<file path="config.mk">
export PLATFORM = sky130hd
export DESIGN_NAME = instruction_fetch_flat
export DESIGN_NICKNAME = d
export VERILOG_FILES = /design/src/rtl/instruction_fetch_if.sv /design/src/rtl/instruction_fetch.sv /design/src/flat_wrapper.sv
export SDC_FILE = /design/constraint.sdc
export NUM_CORES = 1
export LEC_CHECK = 0
export ABC_AREA = 1
export BUFFER_PORTS_ARGS = -buffer_cell sky130_fd_sc_hd__buf_4
export CAP_MARGIN = 20
export CORE_MARGIN = 2
export CORE_UTILIZATION = 54
export CTS_BUF_LIST = sky130_fd_sc_hd__clkbuf_4 sky130_fd_sc_hd__clkbuf_8 sky130_fd_sc_hd__clkbuf_16
export CTS_CLUSTER_SIZE = 30
export DETAILED_ROUTE_END_ITERATION = 10
export PLACE_DENSITY = 0.79
export SLEW_MARGIN = 25
export SYNTH_ARGS = -nofsm -noshare
export SYNTH_HDL_FRONTEND = slang
export SYNTH_SLANG_ARGS = --single-unit
</file>
<file path="constraint.sdc">
create_clock -name clock -period 3.2 [get_ports clock]
set_input_delay 0.16 -clock clock [delete_from_list [all_inputs] [get_ports clock]]
set_output_delay 0.16 -clock clock [all_outputs]
set_load 0.05 [all_outputs]
</file>
<file path="src/rtl/instruction_fetch_if.sv">
// Decode-side handshake of the fetch front-end.
//
// Handshake: the fetch stage (master) raises instr_valid while it holds an
// instruction at the buffer head. instr and instr_pc stay stable while
// instr_valid is high and decode_ready is low. A transfer happens on a rising
// clock edge where instr_valid and decode_ready are both high. The one
// exception is a jump cycle: the fetch stage flushes at that edge, and the
// head it shows during that cycle is not consumed.
interface instruction_fetch_if #(
  parameter int ADDR_W  = 16,
  parameter int INSTR_W = 16
);
  logic [INSTR_W-1:0] instr;
  logic [ADDR_W-1:0]  instr_pc;
  logic               instr_valid;
  logic               decode_ready;

  modport master (
    output instr,
    output instr_pc,
    output instr_valid,
    input  decode_ready
  );

  modport slave (
    input  instr,
    input  instr_pc,
    input  instr_valid,
    output decode_ready
  );
endinterface

</file>
<file path="src/rtl/instruction_fetch.sv">
// Instruction fetch front-end. It issues reads to a 1-cycle synchronous ROM at
// pc_count and advances the PC through increment. Returned words are buffered
// together with their fetch address in a DEPTH-entry FIFO. A jump flushes
// both the buffered entries and the in-flight read.
module instruction_fetch #(
  parameter int ADDR_W  = 16,
  parameter int INSTR_W = 16,
  parameter int DEPTH   = 2
) (
  input  logic                clock,
  input  logic                reset,
  input  logic                fetch_en,
  input  logic [ADDR_W-1:0]   pc_count,
  output logic                increment,
  input  logic                jump_set,
  output logic [ADDR_W-1:0]   rom_addr,
  input  logic [INSTR_W-1:0]  rom_data,
  instruction_fetch_if.master dec
);

  localparam int PTR_W = (DEPTH > 1) ? $clog2(DEPTH) : 1;
  localparam int OCC_W = $clog2(DEPTH + 1);
  localparam logic [OCC_W:0]   DEPTH_C = (OCC_W + 1)'(DEPTH);
  localparam logic [PTR_W-1:0] LAST_C  = PTR_W'(DEPTH - 1);

  logic [INSTR_W-1:0] mem_instr_q [DEPTH];
  logic [INSTR_W-1:0] mem_instr_d [DEPTH];
  logic [ADDR_W-1:0]  mem_pc_q    [DEPTH];
  logic [ADDR_W-1:0]  mem_pc_d    [DEPTH];
  logic [PTR_W-1:0]   rd_ptr_q, rd_ptr_d;
  logic [PTR_W-1:0]   wr_ptr_q, wr_ptr_d;
  logic [OCC_W-1:0]   occ_q, occ_d;
  logic               infl_q, infl_d;
  logic [ADDR_W-1:0]  infl_pc_q, infl_pc_d;

  logic               valid;
  logic               pop_raw;
  logic               pop;
  logic               push;
  logic [OCC_W:0]     pending;

  function automatic logic [PTR_W-1:0] ptr_inc(input logic [PTR_W-1:0] p);
    if (p == LAST_C) return '0;
    else             return p + PTR_W'(1);
  endfunction

  assign rom_addr = pc_count;
  assign valid    = (occ_q != '0);
  assign pop_raw  = valid & dec.decode_ready;
  // A jump edge discards the head, so it is not counted as consumed.
  assign pop      = pop_raw & ~jump_set;
  assign push     = infl_q;

  // Entries already committed (buffered plus in flight) after this cycle's
  // pop. A new read is issued only if that still leaves a free slot.
  always_comb begin
    pending   = {1'b0, occ_q} + {{OCC_W{1'b0}}, infl_q} - {{OCC_W{1'b0}}, pop_raw};
    increment = reset & fetch_en & ~jump_set & (pending < DEPTH_C);
  end

  // Head of the buffer. It reads as zero whenever the buffer is empty.
  always_comb begin
    dec.instr_valid = valid;
    dec.instr       = valid ? mem_instr_q[rd_ptr_q] : '0;
    dec.instr_pc    = valid ? mem_pc_q[rd_ptr_q]    : '0;
  end

  // Next state: a jump flushes everything, otherwise push/pop and issue.
  always_comb begin
    mem_instr_d = mem_instr_q;
    mem_pc_d    = mem_pc_q;
    rd_ptr_d    = rd_ptr_q;
    wr_ptr_d    = wr_ptr_q;
    occ_d       = occ_q;
    infl_d      = infl_q;
    infl_pc_d   = infl_pc_q;
    if (jump_set) begin
      rd_ptr_d = '0;
      wr_ptr_d = '0;
      occ_d    = '0;
      infl_d   = 1'b0;
    end else begin
      infl_d = increment;
      if (increment) infl_pc_d = pc_count;
      if (push) begin
        mem_instr_d[wr_ptr_q] = rom_data;
        mem_pc_d[wr_ptr_q]    = infl_pc_q;
        wr_ptr_d              = ptr_inc(wr_ptr_q);
      end
      if (pop) rd_ptr_d = ptr_inc(rd_ptr_q);
      case ({push, pop})
        2'b10:   occ_d = occ_q + OCC_W'(1);
        2'b01:   occ_d = occ_q - OCC_W'(1);
        default: occ_d = occ_q;
      endcase
    end
  end

  // State registers with synchronous active-low reset.
  always_ff @(posedge clock) begin
    if (!reset) begin
      for (int i = 0; i < DEPTH; i++) begin
        mem_instr_q[i] <= '0;
        mem_pc_q[i]    <= '0;
      end
      rd_ptr_q  <= '0;
      wr_ptr_q  <= '0;
      occ_q     <= '0;
      infl_q    <= 1'b0;
      infl_pc_q <= '0;
    end else begin
      mem_instr_q <= mem_instr_d;
      mem_pc_q    <= mem_pc_d;
      rd_ptr_q    <= rd_ptr_d;
      wr_ptr_q    <= wr_ptr_d;
      occ_q       <= occ_d;
      infl_q      <= infl_d;
      infl_pc_q   <= infl_pc_d;
    end
  end

endmodule
</file>
<file path="src/flat_wrapper.sv">
// flat-port wrapper written by rule: the top's interface ports become plain ports
module instruction_fetch_flat 
#(
  parameter int ADDR_W  = 16,
  parameter int INSTR_W = 16,
  parameter int DEPTH   = 2
)
  (clock, reset, fetch_en, pc_count, increment, jump_set, rom_addr, rom_data, dec_instr, dec_instr_pc, dec_instr_valid, dec_decode_ready);
  instruction_fetch_if #(.ADDR_W(ADDR_W), .INSTR_W(INSTR_W)) dec_i ();
  input  logic clock;
  input  logic reset;
  input  logic fetch_en;
  input  logic [ADDR_W-1:0] pc_count;
  output logic increment;
  input  logic jump_set;
  output logic [ADDR_W-1:0] rom_addr;
  input  logic [INSTR_W-1:0] rom_data;
  output wire logic [$bits(dec_i.instr)-1:0] dec_instr;
  output wire logic [$bits(dec_i.instr_pc)-1:0] dec_instr_pc;
  output wire logic [$bits(dec_i.instr_valid)-1:0] dec_instr_valid;
  input wire logic [$bits(dec_i.decode_ready)-1:0] dec_decode_ready;
  assign dec_instr = dec_i.instr;
  assign dec_instr_pc = dec_i.instr_pc;
  assign dec_instr_valid = dec_i.instr_valid;
  assign dec_i.decode_ready = dec_decode_ready;
  instruction_fetch #(.ADDR_W(ADDR_W), .INSTR_W(INSTR_W), .DEPTH(DEPTH)) u_core (.clock(clock), .reset(reset), .fetch_en(fetch_en), .pc_count(pc_count), .increment(increment), .jump_set(jump_set), .rom_addr(rom_addr), .rom_data(rom_data), .dec(dec_i));
endmodule
</file>
-- After elaboration in Yosys (flattened, before gate mapping)
Cells that the tools add are included.
- register bits: 85
- input bits: 37
- output and inout bits: 50
- logic and storage cells: 51
- $add $sub $neg: 6
- magnitude comparators: 4
- eq/ne operators: 2
- mux-type cells: 15
- bitwise operators: 9
- reduce and logical (&&, ||, !) cells: 6
- operators by type and width (cell ; number):
    16-bit two-way mux ; 9
    32-bit bitwise mux ; 2
    16-bit demux with 1-bit select ; 1
    1-bit bitwise AND ; 5
    2-bit >= comparator, second input constant ; 2
    1-bit inverter with 2-bit output ; 2
    2-bit case mux with 2 select lines ; 1
    2-bit AND reduction ; 2
    2-bit nonzero test ; 2
    2-bit by 1-bit adder with 3-bit output ; 1
    3-bit by 2-bit < comparator with 1-bit output, second input constant ; 1
    3-bit by 1-bit subtractor with 3-bit output ; 1
    1-bit adder, second input constant ; 2
    2-bit by 1-bit adder with 2-bit output, second input constant ; 1
    2-bit by 1-bit equality test with 1-bit output, second input constant ; 1
    2-bit equality test, second input constant ; 1
    2-bit by 1-bit < comparator with 1-bit output, second input constant ; 1
    1-bit two-way mux ; 2
    1-bit inverter ; 2
    2-bit OR reduction ; 1
    2-bit by 1-bit subtractor with 2-bit output, second input constant ; 1
    1-bit logical AND ; 1

-- Longest topological paths before layout
Gate-level depths: netlist (run 1).
- word-level depth: 6
- gate-level depth with buffers: 14
- depth with buffers taken out: 13

-- Least setup slack after synthesis (run 1)
OpenSTA, ideal clock, no wires.
- kind: flip-flop to output port
- start: register u_core.occ_q[1]
- end: output increment
- arrival time: 2.588 ns
- required time: 3.040 ns
- setup slack: 0.452 ns
- cell stages (with the launch flop): 12
- path buffers: 1
- cells stage by stage: dfxtp_1 -> nor2_1 -> inv_2 -> nand2_1 -> inv_1 -> ha_1 -> or2_2 -> fa_1 -> nand2_1 -> nor2_8 -> buf_4 -> and2_1
- word-level cells in the longest chain between the ends: 5
- elaborated cells between the ends (all ways): 6
- those cells by class: 2 x add/sub; 1 x order compare; 2 x bitwise; 1 x reduce/logical
- RTL lines (item ; RTL line ; RTL):
    start, declared ; instruction_fetch.sv:32 ; logic [OCC_W-1:0] occ_q, occ_d;
    start signal, assigned ; instruction_fetch.sv:108 ; occ_q <= '0;
    start signal, assigned ; instruction_fetch.sv:116 ; occ_q <= occ_d;
    parallel branches: the longest is 2 deep, another holds 2-bit by 1-bit adder with 3-bit output ; n/a ;
    3-bit by 1-bit subtractor with 3-bit output * ; instruction_fetch.sv:57 ; pending = {1'b0, occ_q} + {{OCC_W{1'b0}}, infl_q} - {{OCC_W{1'b0}}, pop_raw};
    3-bit by 2-bit < comparator with 1-bit output * ; instruction_fetch.sv:58 ; increment = reset & fetch_en & ~jump_set & (pending < DEPTH_C);
    1-bit bitwise AND * ; instruction_fetch.sv:58 ;
    end, declared ; flat_wrapper.sv:14 ; output logic increment;
Every way passes the cells marked *.

-- Final worst setup path (run 1)
Ends and elaborated chain as after synthesis.

==> qor.yml, run 1 <==
drt:
  dr.pass1.iters: 4
  wl_mm: 8.579
  drc: 0
  dr_total_vias: 3576
  wl_per_cell_um: 11.66
  drt_iter0_markers: 250
  routed_via_density: 4.859
  antenna_left: 0
timing:
  timing.fmax_ghz: 0.3309
  setup-violations-final: 0
  worst_pin_slew_ns: 0.9999
  fin_crit_sh_pct: 94.45
  maxSlewHeadroom_pct: 33.25
  finalWorstSetupSlack_ns: 0.1777
  fin_crit_ns: 3.022
  hold_violations: 0
  finalMaxSlewViolations: 0
  fin_skew_ns: 0.01013
  grt_setup_unrepaired: "false"
  tns_ns: 0
clocking:
  clock_sinks: 85
  worstSkewPairLatency_ns: 0.35
  cts_max_level: 3
  clock_tree.buffer_depth: 2
  postCtsSetupBuffers: 0
  holdBufCountCts: 0
  cts_buffers: 9
  cts_resized: 0
  cts_root_buf: "clkbuf_8"
  clkTransAtPathRegs_ns: 0.09
  cts_tree: "built"
global_routing:
  grt_max_degree: 81
  track_usage_pct: 21.70
  grt_pass1_vias: 3041
  grt_pass1_wl_mm: 13.63
  antenna_found_initial: 0
  grt_overflow_total: 0
pwr:
  ir_drop_mv: 0.2226
  p_leak_uw: 0.002360
  pwr_density_cell_nw_per_um2: 461.1
worst_hold_path:
  holdCritPathClass: "input pin to flop"
  hold_depth: 3
synth:
  synth_cells: 582
  synth_top_family_by_area: "simple AND/OR/NAND/NOR gates"
  syn_area_um2: 3961
  synthFlopType: "dfxtp_1"
  ys_ff_latch: 85
  synth_warnings: 0
  synth-edff-count: 0
  seq_area_frac_synth_pct: 42.96
  synth_adder_area_share_pct: 1.137
  syn_area_per_cell_um2: 6.806
  synth.distinct_cells: 25
  synth-async-reset-ratio_pct: 0
  synth-simple-area-share_pct: 26.56
  synth.area.mux_share_pct: 0
  synth_compound_area_share_pct: 14.81
  syn_nets: 622
  synth-xor-area-share_pct: 0
critical_path:
  cp_max_fo: 14
  r2r_cells: 13
  startpoint_type: "flop"
  crit_path_end_kind: "output port"
  required_ns: 3.04
  arrival_ns: 2.86
  criticalPathCategory: "flop to output port"
placement:
  dp_slack_ns: 0.4872
  port_buffers: 86
  dp_cells: 720
  post-dp-hpwl_mm: 5.318
  place_area_um2: 4429
  finalWeightedCongestion: 0.7530
floorplanning:
  rows: 31
  initial_core_util_pct: 55.20
  core_um2: 7176
  die_w_um: 89.65
  ios: 87
  dieArea_um2: 8037
  floorplan.die.height_um: 89.65
layout:
  final_common_cell: "nor2_1"
  area_delta_synth_final_pct: 17.21
  antennaDiodeCount: 0
  final_cells: 736
  nNetsFinal: 672
  final_cell_mix: "nor2_1, buf_4, nand2_1"
  drive_gt1_share_pct: 18.68
  stdcell_area_um2: 4643
run:
  cap_violations: 0
status:
  outcome: "completed"
==> layer usage <==
layer | routed length, um | global-route usage (%) | up-vias | share of wire [%]
met5 | 0 | 0 | - | 0
met4 | 101 | 7.327 | 0 | 1.2
met3 | 494 | 4.388 | 8 | 5.8
met2 | 4042 | 37.57 | 96 | 47
met1 | 3942 | 26.93 | 1581 | 46
li1 | - | - | 1891 | -
==> state kept, by name, indices dropped and copies added (netlist names) <==
name and count:
u_core.mem_instr_q 32, u_core.mem_pc_q 32, u_core.infl_pc_q 16, u_core.occ_q 2
u_core.infl_q 1, u_core.rd_ptr_q 1, u_core.wr_ptr_q 1
==> cells by family (layout without fill, tap and decap cells) <==
kind of cell / count (synthesis) / count (layout)
compound gates: 117 / 117
fa+ha+maj: 3 / 3
buf+inv: 114 / 169
flops: 85 / 85
simple gates: 263 / 263
==> layout make-up <==
type	instances	area [um^2]
sequential	85	1702
timing repair buffer	92	690.7
fill	672	2532
inverter	61	229.0
multi-input combinational	383	1684
clock buffer	11	138.9
tap	99	123.9
clock inverter	5	75.07
==> Yosys cell counts (2+ instances only) <==
cell type,count,share of area [%]
a21oi_1,50,6.3
and2_1,2,0.32
buf_1,3,0.28
buf_2,14,1.8
buf_4,18,3.4
buf_6,8,2.3
clkbuf_1,8,0.76
clkbuf_2,2,0.25
dfxtp_1,85,43
ha_1,2,0.63
inv_1,56,5.3
inv_2,5,0.47
nand2_1,89,8.4
nand2_2,2,0.32
nand3_1,16,2.0
nor2_1,149,14
o21ai_0,23,2.9
o21ai_1,43,5.4
==> worst max-delay path: stages (launching register included) <==
cell	delay (ns)
dfxtp_1	0.38
nor2_1	0.15
inv_2	0.05
nand2_1	0.08
inv_1	0.06
ha_1	0.27
or2_2	0.30
fa_1	0.48
nand2_1	0.12
nor2_8	0.22
and2_1	0.19
buf_4	0.20
==> final timing paths <==
path	slack (ns)	from	to
worst min-delay path	0.03	rom_data[2]	u_core.mem_instr_q[2]$_SDFFE_PN0P_
worst max-delay path	0.18	u_core.occ_q[1]$_SDFFE_PP0P_	increment
worst max register to register	0.48	u_core.occ_q[1]$_SDFFE_PP0P_	u_core.infl_pc_q[5]$_SDFFE_PN0P_
worst min register to register	0.50	u_core.mem_pc_q[0]$_SDFFE_PN0P_	u_core.mem_pc_q[0]$_SDFFE_PN0P_
==> where the power goes <==
part | total, uW | internal (uW) | switching, uW
combinational | 224 | 81.7 | 142
sequential | 1100 | 1090 | 16.0
clock | 816 | 453 | 362
total | 2140 | 1620 | 521
==> per-stage QoR <==
stage	total power [uW]	hold slack, ns	util [%]
after floorplan	1286	0.2949	-
after global placement	1344	0.3920	61.73
after detailed placement	1350	0.3994	61.73
after CTS	2155	0.02355	64.71
after global routing	2227	0.02844	64.71
final	2141	0.03354	64.71
Power figures use the tool's default switching activity.
==> run 2: changes to the inputs <==
--- a/config.mk
+++ b/config.mk
@@ -8,12 +8,11 @@
 export ABC_AREA = 1
 export BUFFER_PORTS_ARGS = -buffer_cell sky130_fd_sc_hd__buf_4
 export CAP_MARGIN = 20
-export CORE_MARGIN = 2
 export CORE_UTILIZATION = 54
 export CTS_BUF_LIST = sky130_fd_sc_hd__clkbuf_4 sky130_fd_sc_hd__clkbuf_8 sky130_fd_sc_hd__clkbuf_16
 export CTS_CLUSTER_SIZE = 30
 export DETAILED_ROUTE_END_ITERATION = 10
-export PLACE_DENSITY = 0.79
+export PLACE_DENSITY_LB_ADDON = 0.1
 export SLEW_MARGIN = 25
 export SYNTH_ARGS = -nofsm -noshare
 export SYNTH_HDL_FRONTEND = slang
==> qor.yml, run 2 (synthesis gave the netlist of run 1 again) <==
critical_path:
  crit_start: "u_core.occ_q[1]$_SDFFE_PP0P_"
  regToRegStartpoint: "u_core.occ_q[1]$_SDFFE_PP0P_"
  crit_path_end_kind: "output port"
  startpoint_type: "flop"
  arrival_ns: 2.87
  cp_max_fo: 21
  required_ns: 3.04
  criticalPathCategory: "flop to output port"
clocking:
  clkTransAtPathRegs_ns: 0.08
  postCtsSetupBuffers: 0
  cts_root_buf: "clkbuf_8"
  clock_tree.buffer_depth: 2
  cts_tree: "built"
  worstSkewPairLatency_ns: 0.35
  cts_max_level: 3
  clock_sinks: 85
  cts_buffers: 9
timing:
  grt_setup_unrepaired: "false"
  fin_crit_ns: 3.031
  fin_crit_sh_pct: 94.71
  finalWorstSetupSlack_ns: 0.1693
  timing.fmax_ghz: 0.3300
  setup-violations-final: 0
  tns_ns: 0
  finalMaxSlewViolations: 0
  fin_skew_ns: 0.006774
  maxSlewHeadroom_pct: 38.85
  worst_pin_slew_ns: 0.9162
  hold_violations: 0
floorplanning:
  ios: 87
  dieArea_um2: 7683
  floorplan.die.height_um: 87.65
  rows: 30
  core_um2: 6944
  initial_core_util_pct: 57.05
  die_w_um: 87.65
drt:
  top_layer: "met4"
  wl_per_cell_um: 11.70
  drt-met1-wl_mm: 3.920
  drt_iter0_markers: 199
  met2_length_mm: 4.240
  route.met3.wl_um: 334
  wl_mm: 8.588
  dr.pass1.iters: 5
  routed_via_density: 4.926
  drc: 0
  dr_total_vias: 3616
  antenna_left: 0
status:
  outcome: "completed"
placement:
  post-dp-hpwl_mm: 5.490
  finalWeightedCongestion: 0.7423
  port_buffers: 86
  dp_slack_ns: 0.4816
pwr:
  ir_drop_mv: 0.2793
  pwr_density_cell_nw_per_um2: 461.8
  p_leak_uw: 0.002361
run:
  cap_violations: 0
global_routing:
  grt_pass1_wl_mm: 14.32
  antenna_found_initial: 0
  track_usage_pct: 23.49
  grt_pass1_vias: 3227
  grt_overflow_total: 0
  grt_max_degree: 81
worst_hold_path:
  holdCritPathClass: "input pin to flop"
  min_from: "rom_data[9]"
layout:
  final_cell_mix: "nor2_1, buf_4, nand2_1"
  final_common_cell: "nor2_1"
  area_delta_synth_final_pct: 17.44
  drive_gt1_share_pct: 18.81
  largest_registers: "u_core.mem_instr_q x32, u_core.mem_pc_q x32, u_core.infl_pc_q x16"
  nNetsFinal: 673
  antennaDiodeCount: 0
[run 2: critical path: stages, from the launching register on]
cell     delay, ns
dfxtp_1       0.38
nor2_1        0.15
inv_2         0.04
nand2_1       0.08
inv_1         0.06
ha_1          0.27
or2_2         0.30
fa_1          0.49
nand2_1       0.12
nor2_8        0.25
and2_1        0.17
buf_4         0.19
[run 2: cell type report]
type                    count  area, um^2
fillers                   642        2292
flip-flops and latches     85        1702
clock buffers              12       146.4
clock inverters             4       72.57
well taps                  96       120.1
repair buffers             93       698.2
inverters                  61       229.0
multi-input cells         383        1684
[run 2: layer usage]
layer	vias up	track usage, %
li1	1888	-
met1	1648	28.92
met2	70	41.41
met3	10	5.561
met4	0	5.961
met5	-	0
[run 2: worst paths after layout]
check | endpoint | slack [ns] | cells past startpoint
max | increment | 0.17 | 11
min | u_core.mem_instr_q[25]$_SDFFE_PN0P_ | 0.04 | 3
max reg2reg | u_core.infl_pc_q[0]$_SDFFE_PN0P_ | 0.50 | 13
min reg2reg | u_core.mem_instr_q[8]$_SDFFE_PN0P_ | 0.50 | 2
[run 2: report_power, final]
part           leakage [uW]  total [uW]  internal, uW  switching, uW
logic               0.00156         225          82.4            143
registers          0.000689        1100          1090           15.5
clock network      0.000111         823           465            358
total               0.00236        2150          1630            516
[run 2: repair_timing]
action | CTS | global route
gates resized for setup | 0 | 0
setup endpoints to repair | 0 | 1
hold buffers | 0 | 0
[run 2: stage by stage]
stage	total power [uW]	instance area [um^2]	hold slack [ns]	instances	util, %
after floorplan	1286	3961	0.2949	582	-
after global placement	1346	4433	0.3917	718	63.84
after detailed placement	1351	4433	0.3994	718	63.84
after CTS	2169	4652	0.02797	734	66.99
after global routing	2236	4652	0.03342	734	66.99
final	2148	4652	0.04293	734	66.99
